==> config.mk <==
export PLATFORM = sky130hd
export DESIGN_NAME = tree_route_input_ctrl
export DESIGN_NICKNAME = d
export VERILOG_FILES = /design/src/rtl/tree_route_input_ctrl.sv
export SDC_FILE = /design/constraint.sdc
export NUM_CORES = 1
export LEC_CHECK = 0
export CAP_MARGIN = 20
export CORE_UTILIZATION = 25
export DETAILED_ROUTE_END_ITERATION = 12
export PLACE_DENSITY_LB_ADDON = 0.1
export SLEW_MARGIN = 20
export SYNTH_ARGS = -nofsm -noshare
export SYNTH_HDL_FRONTEND = slang
export SYNTH_SLANG_ARGS = --single-unit
==> constraint.sdc <==
create_clock -name clk -period 6.1 [get_ports clk]
set_clock_uncertainty 0.1 [all_clocks]
set_input_delay 1.22 -clock clk [delete_from_list [all_inputs] [get_ports clk]]
set_output_delay 1.22 -clock clk [all_outputs]
set_load 0.1 [all_outputs]
==> src/rtl/tree_route_input_ctrl.sv <==
// tree_route_input_ctrl: buffered input port of a radix-2^RADIX_LOG2 tree router.
// Routes each head packet up or to one child, drops U-turns, counts forwarded/dropped.
module tree_route_input_ctrl #(
  parameter int PKT_W       = 14,
  parameter int ADDR_W      = 3,
  parameter int DEST_W      = 3,
  parameter int RADIX_LOG2  = 1,
  parameter int LEVEL       = 0,
  parameter int NODE_PREFIX = 0,
  parameter int IN_PORT     = 0,
  parameter int DEPTH       = 4,
  parameter int CNT_W       = 16,
  localparam int NUM_OUT    = (1 << RADIX_LOG2) + 1
) (
  input  logic               clk,
  input  logic               rst_n,
  input  logic               in_valid,
  output logic               in_ready,
  input  logic [PKT_W-1:0]   in_data,
  output logic               out_valid,
  output logic [NUM_OUT-1:0] out_sel,
  output logic [PKT_W-1:0]   out_data,
  input  logic [NUM_OUT-1:0] out_ready,
  output logic [CNT_W-1:0]   fwd_count,
  output logic [CNT_W-1:0]   drop_count
);
  localparam int AW = $clog2(DEPTH);
  localparam int TW = $clog2(NUM_OUT);
  localparam int DM = PKT_W - ADDR_W - 1;
  localparam int PW = (LEVEL == 0) ? 1 : LEVEL * RADIX_LOG2;
  logic [PKT_W-1:0] mem [DEPTH];
  logic [AW:0] wr_q, wr_d, rd_q, rd_d;
  logic rdy_q, ov_q, ov_d;
  logic [NUM_OUT-1:0] sel_q, sel_d;
  logic [PKT_W-1:0] data_q, data_d, head;
  logic [CNT_W-1:0] fwd_q, fwd_d, drop_q, drop_d;
  logic [TW-1:0] target;
  logic push, empty, full, fire, uturn, drop, load;
  assign head = mem[rd_q[AW-1:0]];
  generate
    if (LEVEL == 0) begin : g_root
      assign target = TW'(head[DM -: RADIX_LOG2]) + TW'(1);
    end else begin : g_inner
      assign target = (head[DM -: PW] == NODE_PREFIX[PW-1:0])
                    ? TW'(head[DM-PW -: RADIX_LOG2]) + TW'(1) : '0;
    end
  endgenerate
  assign empty    = wr_q == rd_q;
  assign full     = (wr_q[AW] != rd_q[AW]) && (wr_q[AW-1:0] == rd_q[AW-1:0]);
  // rdy_q keeps in_ready low throughout reset and opens it on the first edge after release
  assign in_ready = rdy_q & !full;
  assign push     = in_valid & in_ready;
  assign uturn    = target == TW'(IN_PORT);
  assign fire     = ov_q & |(sel_q & out_ready);
  assign drop     = !empty & uturn;
  assign load     = !empty & !uturn & (!ov_q | fire);
  always_comb begin
    wr_d   = wr_q + (AW+1)'(push);
    rd_d   = rd_q + (AW+1)'(drop | load);
    ov_d   = load | (ov_q & !fire);
    sel_d  = load ? NUM_OUT'(1) << target : sel_q;
    data_d = load ? head : data_q;
    fwd_d  = (fire && fwd_q != '1) ? fwd_q + CNT_W'(1) : fwd_q;
    drop_d = (drop && drop_q != '1) ? drop_q + CNT_W'(1) : drop_q;
  end
  always_ff @(posedge clk) if (push) mem[wr_q[AW-1:0]] <= in_data;
  always_ff @(posedge clk or negedge rst_n)
    if (!rst_n) begin
      wr_q   <= '0;
      rd_q   <= '0;
      rdy_q  <= 1'b0;
      ov_q   <= 1'b0;
      sel_q  <= '0;
      data_q <= '0;
      fwd_q  <= '0;
      drop_q <= '0;
    end else begin
      wr_q   <= wr_d;
      rd_q   <= rd_d;
      rdy_q  <= 1'b1;
      ov_q   <= ov_d;
      sel_q  <= sel_d;
      data_q <= data_d;
      fwd_q  <= fwd_d;
      drop_q <= drop_d;
    end
  assign out_valid  = ov_q;
  assign out_sel    = sel_q;
  assign out_data   = data_q;
  assign fwd_count  = fwd_q;
  assign drop_count = drop_q;
endmodule
== Yosys cells after proc, flatten, opt, wreduce, memory -nomap -nowiden ==
Memory sizes are Yosys's and may differ from the RTL's.
Index checks and enable logic that the tools add are counted.
Widths: inputs -> output; s select.

* Memories kept: 1
* Register bits: 57
* Input port bits: 20
* Bits in writable memories: 56
* ROM bits: 0
* Word-level logic and storage cells: 43
* Bits in latches: 0
* Output and inout bits: 51

{| class="wikitable"
|+ Memories
! name !! words !! width !! read ports !! clocked after memory_dff !! wr ports !! line !! RTL
|-
| mem || 4 || 14 || 1 || 0 || 1 || 31 || <nowiki>logic [PKT_W-1:0] mem [DEPTH];</nowiki>
|}

* Muxes and demuxes: 2
* Order comparisons: 0
* Shift operators: 1
* Divide/modulo/power cells: 0
* Equality and inequality tests: 5
* Multipliers: 0
* Add/sub/neg operators: 5
* Reduce and logical (&&, ||, !) cells: 10
* Bitwise gates (word level): 11

{| class="wikitable"
|+ Operators by type and width
! cell !! number
|-
| $add 16x1->16 const B || 2
|-
| $ne 16x16->1 const B || 2
|-
| $and 1x1->1 || 7
|-
| $add 3x1->3 || 2
|-
| $logic_not 1->1 || 5
|-
| $and 3x3->3 || 1
|-
| $eq 3x3->1 || 1
|-
| $logic_and 1x1->1 || 3
|-
| $or 1x1->1 || 3
|-
| $reduce_or 3->1 || 1
|-
| $shl 1x2->3 const A || 1
|-
| $add 1x1->2 const B || 1
|-
| $eq 2x2->1 || 1
|-
| $logic_not 2->1 || 1
|-
| $mux 1 || 2
|-
| $ne 1x1->1 || 1
|}

== Longest topological paths before layout ==
An unclocked memory read counts as a cell.

* Depth after elaboration: 8
* Mapped depth: 8
* Depth with buffers taken out: 6

== Worst setup path before layout ==
OpenSTA, ideal clock, no wires.

* Kind: reg-to-reg
* Start: register rd_q[0]
* End: memory mem[0][0] (enable)
* Buffers on the path: 1
* Arrival time: 2.635 ns
* Required time: 5.614 ns
* Cell stages (with the launch flop): 7
* Period minus slack after synthesis: 3.121 ns
* Slack: 2.979 ns
* Path through: dfrtp_1 > buf_6 > xor2_1 > o31a_1 > and2_1 > nor2b_1 > nor2b_1

* Cells in the longest elaborated chain, start to end: 7

{| class="wikitable"
|+ Ends and longest elaborated chain
! element !! line !! RTL
|-
| from (decl) || 32 || <nowiki>logic [AW:0] wr_q, wr_d, rd_q, rd_d;</nowiki>
|-
| from (signal assigned) || 79 || <nowiki>rd_q <= rd_d;</nowiki>
|-
| $eq 2x2->1 || 49 || <nowiki>assign full = (wr_q[AW] != rd_q[AW]) && (wr_q[AW-1:0] == rd_q[AW-1:0]);</nowiki>
|-
| $logic_and 1x1->1 || 49 ||
|-
| $logic_not 1->1 || 51 || <nowiki>assign in_ready = rdy_q & !full;</nowiki>
|-
| $and 1x1->1 || 51 ||
|-
| via in_ready || 18 || <nowiki>output logic in_ready,</nowiki>
|-
| $and 1x1->1 || 52 || <nowiki>assign push = in_valid & in_ready;</nowiki>
|-
| $mux 1 || 66 || <nowiki>always_ff @(posedge clk) if (push) mem[wr_q[AW-1:0]] <= in_data;</nowiki>
|-
| $mux 1 (not written as such) || 66 ||
|-
| to (decl) || 31 ||
|}

The timed path passes the listed nets, and every way through them passes these cells.

== Worst setup path in the final report ==
* Start: register rd_q[1]
* End: output in_ready

* Cells in the longest elaborated chain, start to end: 4

{| class="wikitable"
|+ Ends and longest elaborated chain
! element !! line
|-
| $eq 2x2->1 || 49
|-
| $logic_and 1x1->1 || 49
|-
| $logic_not 1->1 || 51
|-
| $and 1x1->1 || 51
|-
| to (decl) || 18
|}

No other way between the ends.

==> impl_metrics.py <==
metrics = {
    "status": {
        "outcome": "finished clean",
    },
    "sta": {
        "layout_min_cycle_time_ps": 4130,
        "fin_crit_sh": 0.677,
        "setup_tns_ps": 0,
        "fmax_mhz": 242,
        "hold_viol_final": 0,
        "setup_violations": 0,
        "worst_pin_slew_ps": 1020,
        "rsz0062_at_grt": "no",
        "slew_headroom": 0.316,
        "report.final.slew_viol_count": 0,
    },
    "routing": {
        "wirelength_mm": 7.57,
        "avgRoutedWirePerCell_um": 15.7,
        "drcViolationCount": 0,
        "vias": 2069,
        "viasPerCell": 4.30,
        "first_pass_iters": 4,
        "drtIter0Drc": 107,
        "ant_nets": 0,
    },
    "finish": {
        "area_growth_pct": 25.5,
        "drive_above_1_share": 0.191,
        "diodes": 0,
        "nNetsFinal": 313,
    },
    "worst_setup_path": {
        "crit_family": "buffers and inverters",
        "max_stage_delay_ps": 1130,
        "crit_chain": "xor2_1, o31a_1, clkdlybuf4s50_1",
        "worst_path_max_delay_cell": "clkdlybuf4s50_1",
        "cp.buffers_inverters": 1,
        "start_kind": "flop",
        "cp_max_fo": 16,
        "arrival_ps": 2810,
        "end_kind": "primary output",
        "worstPathRequired_ps": 4780,
        "path_class": "flop to primary output",
    },
    "floorplan": {
        "fp.dieW_um": 127,
        "rows": 45,
        "io_pins": 71,
        "die_h_um": 127,
        "dieArea_um2": 16000,
        "fp.coreArea_um2": 15200,
        "initial_core_util": 0.255,
    },
    "synthesis": {
        "yosysSeqAreaShare": 0.685,
        "yosysWarningCount": 0,
        "syn_avg_cell_area_um2": 17.0,
        "post_synth_inst_count": 228,
        "synth-seq-cells": 95,
        "syn_area_um2": 3880,
        "synthDistinctLibCells": 36,
    },
    "clock_tree": {
        "path_clk_slew_ps": 60,
        "cts.repair_timing.setup_buffer_count": 0,
        "clock-sinks": 95,
        "clkLatencyLatePin_ps": 340,
        "postCtsHoldBufs": 0,
        "numCtsBuffers": 9,
        "cts_tree": "built",
        "clockRootBuffer": "clkbuf_16",
        "post_cts_resized": 0,
        "htree_levels": 3,
        "cts_buffer_depth": 2,
    },
    "placed_design": {
        "gp_congestion": 0.690,
        "hpwl_mm": 4.79,
        "io_buffers": 52,
    },
    "global_routing": {
        "grt_pass1_vias": 2160,
        "antenna_found_initial": 0,
        "grt_max_degree": 40,
        "track_usage": 0.107,
        "grt_pass1_wl_mm": 12.2,
        "grt.overflow.total": 0,
    },
    "worst_hold_path": {
        "hp-class": "flop to flop",
    },
    "run": {
        "cap_violations": 0,
    },
}
-- Yosys cell counts --
| cell type | n | area [µm²] |
|---|---|---|
| a211oi_2 | 1 | 12.5 |
| a21oi_1 | 3 | 15.0 |
| a21oi_2 | 1 | 8.76 |
| a22oi_1 | 1 | 7.51 |
| a31oi_1 | 2 | 12.5 |
| and2_1 | 2 | 12.5 |
| and3_1 | 3 | 18.8 |
| buf_2 | 1 | 5.00 |
| buf_4 | 18 | 135 |
| buf_6 | 3 | 33.8 |
| clkbuf_1 | 1 | 3.75 |
| conb_1 | 2 | 7.51 |
| dfrtp_1 | 39 | 976 |
| edfxtp_1 | 56 | 1680 |
| ha_1 | 5 | 62.6 |
| mux2_2 | 14 | 158 |
| mux2_4 | 1 | 15.0 |
| mux4_2 | 14 | 315 |
| nand2_1 | 9 | 33.8 |
| nand2_2 | 2 | 12.5 |
| nand3_1 | 4 | 20.0 |
| nand3b_1 | 1 | 7.51 |
| nand4_1 | 3 | 18.8 |
| nor2_1 | 7 | 26.3 |
| nor2b_1 | 3 | 18.8 |
| nor2b_2 | 1 | 8.76 |
| nor3_1 | 6 | 30.0 |
| nor3_4 | 1 | 16.3 |
| nor3b_1 | 1 | 7.51 |
| nor4_1 | 1 | 6.26 |
| o31a_1 | 1 | 8.76 |
| or3_1 | 1 | 6.26 |
| or3_4 | 1 | 11.3 |
| or3b_2 | 1 | 8.76 |
| xnor2_1 | 4 | 35.0 |
| xor2_1 | 14 | 123 |
-- final timing paths --
kind / startpoint / endpoint / cells past startpoint / slack [ps]
max in group asynchronous: rst_n / out_data[11]$_DFFE_PN0P_ / 1 / 4740
worst max register to register: rd_q[1]$_DFF_PN0_ / mem[2][1]$_DFFE_PP_ / 5 / 3240
worst max-delay path: rd_q[1]$_DFF_PN0_ / in_ready / 3 / 1970
worst min register to register: fwd_count[15]$_DFFE_PN0P_ / fwd_count[15]$_DFFE_PN0P_ / 1 / 390
worst min-delay path: fwd_count[15]$_DFFE_PN0P_ / fwd_count[15]$_DFFE_PN0P_ / 1 / 390
min in group asynchronous: rst_n / fwd_count[0]$_DFFE_PN0P_ / 1 / 770
-- final cells by class --
type                       count  area, µm²
fill                        1508      10300
timing repair buffer          56        548
clock buffer                  12        246
tap                          188        235
multi-input combinational    126       1100
clock inverter                 4       77.6
sequential                    95       2660
-- cell usage in the layout (no fill, tap or decap), drive strengths merged, types with 7 or more instances in the layout --
cell type and count:
clkbuf 12, mux4 14, mux2 15, dfrtp 39, nor2 7, edfxtp 56, nand2 11, nor3 7
clkdlybuf4s50 51, conb 18, xor2 14
-- logic make-up after synthesis --
family,Yosys count,synth area share
AO/OA/AOI/OAI,9,0.0168
adder cells (fa/ha/maj),5,0.0161
multiplexers,29,0.126
other,2,0.00194
flip-flops,95,0.685
AND/OR/NAND/NOR,47,0.0680
XOR/XNOR,18,0.0406
buffers and inverters,23,0.0458
-- sequential cells by signal, summed over array words and instances (netlist names) --
register   cells
out_data      14
out_valid      1
wr_q           3
rd_q           3
rdy_q          1
fwd_count     16
mem           56
out_sel        1
-- layer usage --
| metal | share of wire | track usage |
|---|---|---|
| met3 | 0.058 | 0.0422 |
| met1 | 0.44 | 0.134 |
| met4 | 0.015 | 0.0383 |
| met5 | 0 | 0 |
| met2 | 0.48 | 0.166 |
-- through the flow --
step | hold WS (ps) | std cells | area (µm²) | util | setup slack (ps)
floorplan | 362 | 244 | 3940 | - | 2980
global placement | 386 | 465 | 4540 | 0.299 | 2270
detailed placement | 387 | 465 | 4540 | 0.299 | 2270
CTS | 401 | 481 | 4870 | 0.320 | 1890
global route | 412 | 481 | 4870 | 0.320 | 1850
finish | 393 | 481 | 4870 | 0.320 | 1970
Power is not shown: default switching activity piles up to over one toggle a cycle in this logic, so the estimate is an artifact.
